**src/rtl/fetch_buffer_if.sv**
```systemverilog
// Fetch-to-decode handshake bundle for the fetch buffer.
// The slave side is the buffer itself; the master side is the fetch/decode pair
// (or a testbench standing in for them).
interface fetch_buffer_if #(
    parameter int DEPTH    = 8,
    parameter int WIDTH_PC = 32
);
    // Fetch side: instruction push and pipeline redirect.
    logic                       i_flush;
    logic                       i_wr_en;
    logic [31:0]                i_instr;
    logic [WIDTH_PC-1:0]        i_pc;
    logic                       o_ready;

    // Decode side: head entry presentation and consumption.
    logic                       i_rd_en;
    logic [31:0]                o_instr;
    logic [WIDTH_PC-1:0]        o_pc;
    logic                       o_imask;
    logic [$clog2(DEPTH):0]     o_count;

    modport slave (
        input  i_flush,
        input  i_wr_en,
        input  i_instr,
        input  i_pc,
        input  i_rd_en,
        output o_ready,
        output o_instr,
        output o_pc,
        output o_imask,
        output o_count
    );

    modport master (
        output i_flush,
        output i_wr_en,
        output i_instr,
        output i_pc,
        output i_rd_en,
        input  o_ready,
        input  o_instr,
        input  o_pc,
        input  o_imask,
        input  o_count
    );
endinterface

```
**src/rtl/fetch_buffer.sv**
```systemverilog
// Instruction fetch buffer: a first-word-fall-through circular FIFO holding
// {instruction, PC} pairs between fetch and decode. The head entry is shown
// combinationally; an empty buffer presents a NOP at PC 0 with the mask low.
// DEPTH must be a power of two between 2 and 64 so the pointers wrap naturally.
module fetch_buffer #(
    parameter int DEPTH    = 8,
    parameter int WIDTH_PC = 32
) (
    input  logic          i_clk,
    input  logic          i_rst,
    fetch_buffer_if.slave bus
);
    localparam int          PTR_W = $clog2(DEPTH);
    localparam int          CNT_W = PTR_W + 1;
    localparam logic [31:0] NOP   = 32'h0000_0013;

    // Storage: separate arrays for instruction words and their PCs.
    logic [31:0]         instr_mem [DEPTH];
    logic [WIDTH_PC-1:0] pc_mem    [DEPTH];

    // Control state: only these define which storage entries are valid.
    logic [PTR_W-1:0] wr_ptr;
    logic [PTR_W-1:0] rd_ptr;
    logic [CNT_W-1:0] count;

    // Decoded per-cycle actions.
    logic ready;
    logic not_empty;
    logic push;
    logic pop;

    // Space and occupancy come from the registered count only, so a pop in the
    // same cycle never opens room for a push into a full buffer.
    always_comb begin
        // NOTE: every signal written here gets a default first, so no path
        // leaves it unassigned and no latch is inferred.
        ready     = 1'b0;
        not_empty = 1'b0;
        push      = 1'b0;
        pop       = 1'b0;

        ready     = (count < CNT_W'(DEPTH));
        not_empty = (count != '0);
        push      = bus.i_wr_en && ready     && !bus.i_flush;
        pop       = bus.i_rd_en && not_empty && !bus.i_flush;
    end

    // Pointer and count update; flush wins over any same-cycle push or pop.
    always_ff @(posedge i_clk or posedge i_rst) begin
        // NOTE: sequential state uses non-blocking assignments so every
        // register samples the values from before this edge.
        if (i_rst) begin
            wr_ptr <= '0;
            rd_ptr <= '0;
            count  <= '0;
        end else if (bus.i_flush) begin
            wr_ptr <= '0;
            rd_ptr <= '0;
            count  <= '0;
        end else begin
            if (push) begin
                wr_ptr <= wr_ptr + PTR_W'(1);
            end
            if (pop) begin
                rd_ptr <= rd_ptr + PTR_W'(1);
            end
            case ({push, pop})
                2'b10:   count <= count + CNT_W'(1);
                2'b01:   count <= count - CNT_W'(1);
                default: count <= count;
            endcase
        end
    end

    // Storage write on an accepted push.
    always_ff @(posedge i_clk) begin
        // NOTE: the arrays have no reset; validity is carried entirely by
        // count and the pointers, so stale contents are never observed.
        if (push) begin
            instr_mem[wr_ptr] <= bus.i_instr;
            pc_mem[wr_ptr]    <= bus.i_pc;
        end
    end

    // Head presentation: straight from storage, NOP at PC 0 when empty.
    always_comb begin
        bus.o_instr = NOP;
        bus.o_pc    = '0;
        if (not_empty) begin
            bus.o_instr = instr_mem[rd_ptr];
            bus.o_pc    = pc_mem[rd_ptr];
        end
    end

    assign bus.o_ready = ready;
    assign bus.o_imask = not_empty;
    assign bus.o_count = count;

endmodule

```
**src/flat_wrapper.sv**
```systemverilog
// flat-port wrapper written by rule: the top's interface ports become plain ports
module fetch_buffer_flat 
#(
    parameter int DEPTH    = 8,
    parameter int WIDTH_PC = 32
)
  (i_clk, i_rst, bus_i_flush, bus_i_wr_en, bus_i_instr, bus_i_pc, bus_i_rd_en, bus_o_ready, bus_o_instr, bus_o_pc, bus_o_imask, bus_o_count);
  fetch_buffer_if #(.DEPTH(DEPTH), .WIDTH_PC(WIDTH_PC)) bus_i ();
  input  logic i_clk;
  input  logic i_rst;
  input wire logic [$bits(bus_i.i_flush)-1:0] bus_i_flush;
  input wire logic [$bits(bus_i.i_wr_en)-1:0] bus_i_wr_en;
  input wire logic [$bits(bus_i.i_instr)-1:0] bus_i_instr;
  input wire logic [$bits(bus_i.i_pc)-1:0] bus_i_pc;
  input wire logic [$bits(bus_i.i_rd_en)-1:0] bus_i_rd_en;
  output wire logic [$bits(bus_i.o_ready)-1:0] bus_o_ready;
  output wire logic [$bits(bus_i.o_instr)-1:0] bus_o_instr;
  output wire logic [$bits(bus_i.o_pc)-1:0] bus_o_pc;
  output wire logic [$bits(bus_i.o_imask)-1:0] bus_o_imask;
  output wire logic [$bits(bus_i.o_count)-1:0] bus_o_count;
  assign bus_i.i_flush = bus_i_flush;
  assign bus_i.i_wr_en = bus_i_wr_en;
  assign bus_i.i_instr = bus_i_instr;
  assign bus_i.i_pc = bus_i_pc;
  assign bus_i.i_rd_en = bus_i_rd_en;
  assign bus_o_ready = bus_i.o_ready;
  assign bus_o_instr = bus_i.o_instr;
  assign bus_o_pc = bus_i.o_pc;
  assign bus_o_imask = bus_i.o_imask;
  assign bus_o_count = bus_i.o_count;
  fetch_buffer #(.DEPTH(DEPTH), .WIDTH_PC(WIDTH_PC)) u_core (.i_clk(i_clk), .i_rst(i_rst), .bus(bus_i));
endmodule
```
**config.mk**
```make
export PLATFORM = sky130hd
export DESIGN_NAME = fetch_buffer_flat
export DESIGN_NICKNAME = d
export VERILOG_FILES = /design/src/rtl/fetch_buffer_if.sv /design/src/rtl/fetch_buffer.sv /design/src/flat_wrapper.sv
export SDC_FILE = /design/constraint.sdc
export NUM_CORES = 1
export LEC_CHECK = 0
export BUFFER_PORTS_ARGS = -buffer_cell sky130_fd_sc_hd__buf_2
export CAP_MARGIN = 40
export CORE_ASPECT_RATIO = 1.5
export CORE_UTILIZATION = 40
export DETAILED_ROUTE_END_ITERATION = 8
export PLACE_DENSITY = 0.61
export RECOVER_POWER = 25
export SLEW_MARGIN = 20
export SYNTH_ARGS = -nofsm -noshare
export SYNTH_HDL_FRONTEND = slang
export SYNTH_SLANG_ARGS = --single-unit
```
**constraint.sdc**
```tcl
create_clock -name i_clk -period 14.07 [get_ports i_clk]
set_clock_uncertainty 0.15 [all_clocks]
set_input_delay 0 -clock i_clk [delete_from_list [all_inputs] [get_ports i_clk]]
set_output_delay 0 -clock i_clk [all_outputs]
set_load 0.03 [all_outputs]
```
==> flow_summary.ini <==
[run_status]
status = complete, no violations

[layout]
multi_input_area_sq_mm = 0.00425
syn_to_final_growth_pct = 20.4
design_area_sq_mm = 0.0241
seq_area_sq_mm = 0.0156
drive_above_1_share_pct = 29.8
final_nets = 1202
fillers = 4159

[synth]
syn-num-nets = 959
synthDistinctLibCells = 36
syn_inst = 886
synth.most_common_cell = edfxtp_1
synth_edf_count = 512
synth-main-ff-cell = edfxtp_1
syn_avg_cell_area_sq_um = 22.6
async_flop_share_pct = 1.92
syn-cell-area_sq_mm = 0.0201
synth_common_cells = edfxtp_1, mux4_2, nor2_1
yosysTopAreaCellShare_pct = 76.7
synth_area_leader_cell = edfxtp_1
yosysWarnings = 0
ys_ff_latch = 522
synth_area_leaders = edfxtp_1, mux4_2, mux2i_1, nor2_1, dfrtp_1
synth-seq-area-share_pct = 77.9

[die]
initial_core_util_pct = 40.5
pin_count = 139
die_area_sq_mm = 0.0511
core-area_sq_mm = 0.0495
die_y_microns = 276
die-width_microns = 185
row_count = 100

[sta]
rsz0062_at_grt = no
hold_viol_final = 0
slew_violations = 0
finalCriticalPeriod_ps = 3850
setup_violations = 0
period_share_pct = 27.4
worst_slack_ps = 10220
tns_ps = 0
relSlewSlack_pct = 46.7
fmax_mhz = 260
worstMarginPinSlew_ps = 799

[power_and_ir_drop]
pwr_density_cell_mw_per_mm2 = 171
leakage_nw = 7.65
finalPower_w = 0.00412
vdd_drop_max_mv = 0.125

[grt]
grt_max_degree = 53
grt_pass1_vias = 10500
grt_use_total_pct = 16.9
grt_pass1_wl_microns = 64100
globalRoute.totalOverflow = 0
antenna_found_initial = 3

[drt]
first_iter_violations = 601
drtPass1Iterations = 4
post_drt_wl_per_cell_microns = 23.0
drt_wl_total_microns = 42000
dr_total_vias = 9533
drc = 0
antenna_left = 0
via_per_inst = 5.21

[clocking]
ctsResizeCount = 0
clkTransAtPathRegs_ps = 70
clock_latency_ps = 560
numClockSinks = 522
clk_path_buf_depth = 3
cts_tree = built
h-tree-depth = 2
root_buffer = clkbuf_16
cts_buffers = 48

[worst_setup_path]
endpoint_kind = output port
critPathKind = reg2out
worst_setup_path_start_kind = flop
crit_path_max_fanout = 52
cp_data_required_time_ps = 13920
cp_data_arrival_time_ps = 3700

[placement]
dp_hpwl_microns = 24600
dpl-instance-area_sq_mm = 0.0219
gp_congestion = 0.721
pre_cts_slack_ps = 10650
portBuffers = 138

[hold_path]
hp-class = in2reg

[run]
drv_cap = 0
==> critical path: stages, from the launching register on <==
cell and delay (ps):
dfrtp_4 600, buf_4 440, buf_16 300, buf_4 670, mux4_2 400, mux2i_1 420
nor2_1 70, buf_2 190
==> kinds of logic (layout without fill, tap and decap cells) <==
logic type	after synthesis	after routing	synth area share, %
and+or+nand+nor	101	101	2.25
other	0	1	0
buffers and inverters	48	329	1.15
AOI/OAI and AO/OA	8	8	0.250
xor gates and xnor gates	7	7	0.399
adders and majority gates	5	5	0.306
muxes	195	195	17.7
DFF	522	522	77.9
==> path summary, 6_finish.rpt <==
kind / startpoint / endpoint / slack [ps] / cells past startpoint
setup / recovery: u_core.rd_ptr[1] / bus_o_pc[1] / 10220 / 7
hold / removal: bus_i_pc[10] / u_core.pc_mem[1][10] / 120 / 2
setup reg to reg: u_core.bus.o_count[3] / u_core.instr_mem[0][3] / 10990 / 6
hold reg to reg: u_core.wr_ptr[0] / u_core.wr_ptr[0] / 470 / 2
max in group asynchronous: i_rst / u_core.rd_ptr[2] / 13010 / 4
min in group asynchronous: i_rst / u_core.rd_ptr[0] / 400 / 4
==> routing by layer <==
layer	routed length, microns	part of all wire (%)	vias up	global-route usage, %
met5	12	0.029	-	0
met1	17000	40	5152	20.5
met3	1080	2.6	56	2.09
met4	1040	2.5	2	5.62
met2	23000	55	154	30.9
li1	-	-	4169	-
==> cells in the final DEF, fill, tap and decap left out, types with 2 or more instances in the layout <==
| master | count |
|---|---|
| xnor2_1 | 2 |
| buf_2 | 97 |
| bufinv_16 | 6 |
| inv_1 | 3 |
| clkinvlp_4 | 4 |
| nand2b_1 | 3 |
| clkinv_2 | 12 |
| dfrtp_4 | 3 |
| mux2i_1 | 67 |
| nand4_1 | 2 |
| dlygate4sd3_1 | 70 |
| clkbuf_1 | 47 |
| clkbuf_16 | 49 |
| nor3_2 | 2 |
| buf_4 | 17 |
| nand3_1 | 3 |
| nor2_1 | 70 |
| ha_1 | 4 |
| clkinv_1 | 6 |
| xor2_1 | 4 |
| mux4_2 | 128 |
| o21ai_0 | 2 |
| nor2_4 | 6 |
| dfrtp_1 | 7 |
| clkinv_4 | 3 |
| buf_16 | 12 |
| nand2_1 | 6 |
| edfxtp_1 | 512 |
| a21oi_1 | 2 |
==> stage by stage <==
step | cells | utilization, % | hold slack (ps)
floorplan | 886 | - | -310
global route | 1831 | 48.7 | 132
global placement | 1660 | 43.5 | -85.6
finish | 1831 | 48.7 | 124
detailed placement | 1671 | 44.1 | -86.9
CTS | 1829 | 48.8 | 48.6
==> state kept, by name (all words and copies together), names as in the netlist <==
register and flops:
u_core.bus.o_count 4, u_core.instr_mem 256, u_core.pc_mem 256, u_core.rd_ptr 3
u_core.wr_ptr 3
==> cell type report <==
cell class	count	area share, %
clock inverters	33	1.51
flip-flops and latches	522	64.7
well taps	663	3.44
diodes	1	0.0104
inverters	4	0.0725
clock buffers	55	5.17
multi-input cells	316	17.6
repair buffers	237	7.45
==> power breakdown <==
group	switching, W	internal, W
registers	0.0000353	0.00175
logic	0.000629	0.000385
clock network	0.000566	0.000754
==> repair_timing <==
action / CTS / global route
hold endpoints to repair: 532 / 0
buffers inserted: 0 / 0
hold buffers: 70 / 0
Note: power is estimated with default switching activity, not from simulation.
